## config.mk

```make
export PLATFORM = sky130hd
export DESIGN_NAME = shift_mac_sequencer
export DESIGN_NICKNAME = d
export VERILOG_FILES = /design/src/rtl/shift_mac_pkg.sv /design/src/rtl/shift_mac_acc.sv /design/src/rtl/shift_mac_sequencer.sv
export SDC_FILE = /design/constraint.sdc
export NUM_CORES = 1
export LEC_CHECK = 0
export ABC_AREA = 1
export ABC_CLOCK_PERIOD_IN_PS = 2110
export CAP_MARGIN = 20
export CELL_PAD_IN_SITES_DETAIL_PLACEMENT = 1
export CELL_PAD_IN_SITES_GLOBAL_PLACEMENT = 2
export CORE_AREA = 10 10 152 154
export DETAILED_ROUTE_END_ITERATION = 7
export DIE_AREA = 0 0 162 164
export GPL_ROUTABILITY_DRIVEN = 0
export HOLD_SLACK_MARGIN = 0.12
export PLACE_DENSITY_LB_ADDON = 0.1
export SLEW_MARGIN = 20
export SYNTH_ARGS = -nofsm -noshare
export SYNTH_HDL_FRONTEND = slang
export SYNTH_SLANG_ARGS = --single-unit
```

## constraint.sdc

```tcl
create_clock -name clk -period 2.11 [get_ports clk]
set_clock_uncertainty 0.2 [all_clocks]
set_input_delay 0.211 -clock clk [delete_from_list [all_inputs] [get_ports clk]]
set_output_delay 0.211 -clock clk [all_outputs]
set_load 0.01 [all_outputs]
```

## src/rtl/shift_mac_pkg.sv

```systemverilog
// shift_mac_pkg: shared state encoding and shift-unit interface widths for the shift MAC sequencer.
package shift_mac_pkg;
    typedef enum logic [1:0] {IDLE, RUN, DRAIN, DONE} state_t;
    localparam int SH_LAT = 1;
    localparam int SH_PROD_W = 32;
    localparam int W_W = 4;
    localparam int A_W = 8;
endpackage

```

## src/rtl/shift_mac_acc.sv

```systemverilog
// shift_mac_acc: dot-product accumulator; sign-extends or truncates each shift-unit product to ACC_W.
module shift_mac_acc
    import shift_mac_pkg::*;
#(
    parameter int ACC_W = 32
) (
    input  logic                 clk,
    input  logic                 reset_n,
    input  logic                 clear,
    input  logic                 en,
    input  logic [SH_PROD_W-1:0] product,
    output logic [ACC_W-1:0]     acc
);
    logic [ACC_W-1:0] ext;

    generate
        if (ACC_W > SH_PROD_W) begin : g_sext
            assign ext = {{(ACC_W-SH_PROD_W){product[SH_PROD_W-1]}}, product};
        end else begin : g_trunc
            assign ext = product[ACC_W-1:0];
        end
    endgenerate

    // Clear beats enable so an abort drops the in-flight product.
    always_ff @(posedge clk or negedge reset_n)
        if (!reset_n) acc <= '0;
        else if (clear) acc <= '0;
        else if (en) acc <= acc + ext;
endmodule

```

## src/rtl/shift_mac_sequencer.sv

```systemverilog
// shift_mac_sequencer: feeds weight/activation pairs into a 1-cycle shift multiplier
// and accumulates the returned products into a dot product on a valid/ready result port.
module shift_mac_sequencer
    import shift_mac_pkg::*;
#(
    parameter int LEN_W = 8,
    parameter int ACC_W = 32
) (
    input  logic                 clk,
    input  logic                 reset_n,
    input  logic                 i_start,
    input  logic [LEN_W-1:0]     i_len,
    input  logic                 i_abort,
    output logic                 o_busy,
    input  logic                 i_in_valid,
    output logic                 o_in_ready,
    input  logic [W_W-1:0]       i_weight,
    input  logic [A_W-1:0]       i_activation,
    output logic [W_W-1:0]       o_sh_weight,
    output logic [A_W-1:0]       o_sh_activation,
    input  logic [SH_PROD_W-1:0] i_sh_product,
    output logic                 o_out_valid,
    input  logic                 i_out_ready,
    output logic [ACC_W-1:0]     o_out_sum
);
    state_t           state;
    logic [LEN_W-1:0] len_q;
    logic [LEN_W-1:0] count;
    logic             p_valid;
    logic             accept;
    logic             acc_clear;

    assign o_in_ready      = state == RUN;
    assign o_busy          = state != IDLE;
    assign o_out_valid     = state == DONE;
    assign accept          = i_in_valid & o_in_ready;
    assign o_sh_weight     = accept ? i_weight : '0;
    assign o_sh_activation = accept ? i_activation : '0;
    assign acc_clear       = i_abort | (state == IDLE & i_start);

    always_ff @(posedge clk or negedge reset_n)
        if (!reset_n) begin
            state   <= IDLE;
            len_q   <= '0;
            count   <= '0;
            p_valid <= 1'b0;
        end else if (i_abort) begin
            state   <= IDLE;
            count   <= '0;
            p_valid <= 1'b0;
        end else begin
            p_valid <= accept;
            case (state)
                IDLE: if (i_start) begin
                    len_q <= i_len;
                    count <= '0;
                    state <= (i_len != '0) ? RUN : DONE;
                end
                RUN: if (accept) begin
                    count <= count + 1'b1;
                    if (count == len_q - 1'b1) state <= DRAIN;
                end
                DRAIN: state <= DONE;
                DONE: if (i_out_ready) state <= IDLE;
                default: state <= IDLE;
            endcase
        end

    shift_mac_acc #(.ACC_W(ACC_W)) u_acc (
        .clk    (clk),
        .reset_n(reset_n),
        .clear  (acc_clear),
        .en     (p_valid),
        .product(i_sh_product),
        .acc    (o_out_sum)
    );
endmodule

```

==> qor.yml <==
fmax_mhz: 490
grt_pass1_vias: 6396
max_cap_viol_count: 0
drtAntennaViolNets: 0
critPathLaunchType: "input pin"
finalPower_w: 0.00483
cts_tree: "built"
globalRouteTotalUtil_pct: 14.9
io_pins: 105
cts_sinks: 51
crit_path_max_fanout: 4
syn_nets: 887
clockBufferDepth: 2
drc_errors: 0
p_per_area_mw_per_mm2: 610
pre_cts_ws_ns: -0.466
final_nets: 1121
multi_input_area_mm2: 0.00357
synth_area_leader_cell: "dfrtp_1"
avgSynthCellArea_um2: 5.99
layout-drive-gt1-share_pct: 26.6
wl_per_cell_um: 15.2
status: "completed"
min_path_type: "input pin to asynchronous set/reset pin"
dp_hpwl_mm: 16.1
relSlewSlack_pct: 76.7
period_share_pct: 96.7
port-buffer-count: 104
r2r_cells: 12
synth-async-reset-ratio_pct: 100
wirelength_mm: 19.8
n_antenna_cell: 0
fill_cells: 2582
synth_edf_count: 0
yosysMostFrequentCell: "nand2_1"
required_ns: 2.13
first_pass_iters: 4
rows: 52
h-tree-depth: 2
ir_drop_mv: 0.302
synth_ff_type: "dfrtp_1"
setup_viol: 0
ys_types: 31
slew_violations: 0
die_h_um: 164
overflow: 0
path_clk_slew_ns: 0.09
netlist_instances: 792
crit_path_end_kind: "flip-flop"
crit_type: "input pin to flip-flop"
synthTopCellsByArea: "dfrtp_1, nand2_1, inv_1"
numCtsBuffers: 5
worst_slack_ns: 0.0699
clock_latency_ns: 0.32
power.leakage_nw: 4.18
post-synth-top-area-fraction_pct: 26.9
cp.arrival_ns: 2.06
die_area_mm2: 0.0266
cts_root_buffer: "clkbuf_16"
start_util_pct: 23.7
antenna_found_initial: 0
ys_seq_area_share_pct: 26.9
drt_iter0_markers: 120
worst_pin_slew_ns: 0.350
grt_pass1_wl_mm: 32.2
synth_commonest_cells: "nand2_1, inv_1, nor2_1"
hold_viol_final: 0
vias: 5793
area_growth_pct: 66.7
vias_per_cell: 4.47
die_x_um: 162
syn_area_mm2: 0.00475
rsz0062_at_grt: "true"
coreArea_mm2: 0.0200
register_area_mm2: 0.00128
ys_ff_latch: 51
yosys_warnings: 0
grt_max_degree: 52
timing.final.crit_period_ns: 2.04
## layer usage
| layer | wire length (µm) | GRT usage [%] | share of wire, % | vias to the layer above |
|---|---|---|---|---|
| met1 | 8570 | 17.1 | 43 | 2747 |
| met2 | 9780 | 26.7 | 49 | 93 |
| li1 | - | - | - | 2939 |
| met4 | 240 | 2.98 | 1.2 | 0 |
| met5 | 0 | 0 | 0 | - |
| met3 | 1190 | 4.66 | 6.0 | 14 |
## state kept, by name (all words and copies together), names as in the netlist
signal	flops
count	8
u_acc.acc	32
len_q	8
p_valid	1
state	2
## placed cells by master, fill, tap and decap left out, drive strengths merged, types with 3 or more instances in the layout
cell,instances
a21oi,42
buf,132
clkbuf,8
clkdlybuf4s15,3
clkdlybuf4s50,88
dfrtp,51
dlygate4sd2,6
dlymetal6s2s,3
ha,36
inv,141
nand2,291
nand3,56
nand3b,6
nand4,7
nor2,80
nor3,15
o21ai,39
o21bai,5
xnor2,5
xor2,3
## kinds of logic after synthesis
kind of cell / synth area share, %
buffers and inverters: 11.8
DFF: 26.9
AOI/OAI and AO/OA: 10.1
xor gates and xnor gates: 1.48
and+or+nand+nor: 39.8
adders and majority gates: 9.91
## path summary, 6_finish.rpt
check	from	end	slack (ns)
max	i_sh_product[20]	u_acc.acc[21]	0.07
min	reset_n	u_acc.acc[17]	0.22
max reg2reg	u_acc.acc[0]	u_acc.acc[8]	0.07
min reg2reg	u_acc.acc[29]	u_acc.acc[29]	0.32
max in group asynchronous	reset_n	u_acc.acc[25]	1.18
min in group clk	i_len[7]	len_q[7]	0.28
## final cells by class
type                            instances  share of cell area, %
Multi-Input combinational cell        593                   45.1
Timing Repair Buffer                  236                   25.9
Sequential cell                        51                   16.2
Inverter                              139                   6.63
Tap cell                              270                   4.27
Clock buffer                            5                   1.58
Clock inverter                          3                  0.332
## worst max-delay path, cell delays in order
cell and delay, ns:
clkdlybuf4s50_1 0.56, ha_4 0.25, buf_4 0.14, a21o_1 0.17, nor2_1 0.17, nand2_1 0.15, buf_4 0.16, inv_1 0.06
nand3b_1 0.08, nand3_1 0.08, nand2_1 0.05
## where the power goes
| part | switching, W | internal (W) | leakage [nW] |
|---|---|---|---|
| registers | 0.000166 | 0.00113 | 0.693 |
| logic | 0.00137 | 0.00123 | 3.42 |
| clock network | 0.000486 | 0.000454 | 0.0748 |
## timing repair
action,CTS,global route
setup buffers,1,16
hold buffers,1,0
endpoints found under the hold margin,51,0
pin swaps,2,33
setup endpoints to repair,37,44
gates resized for setup,46,124
## through the flow
step / hold WS, ns / setup TNS, ns / util [%] / cells / cell area (µm²)
2_1_floorplan: -0.285 / 0 / - / 792 / 4750
3_3_place_gp: 0.0458 / -7.72 / 34.7 / 1271 / 6960
3_5_place_dp: 0.0484 / -9.44 / 34.7 / 1271 / 6960
4_1_cts: 0.241 / 0 / 36.5 / 1281 / 7320
5_1_grt: 0.269 / -0.428 / 39.5 / 1297 / 7910
6_report: 0.218 / 0 / 39.5 / 1297 / 7910
(Power assumes the default switching activity.)
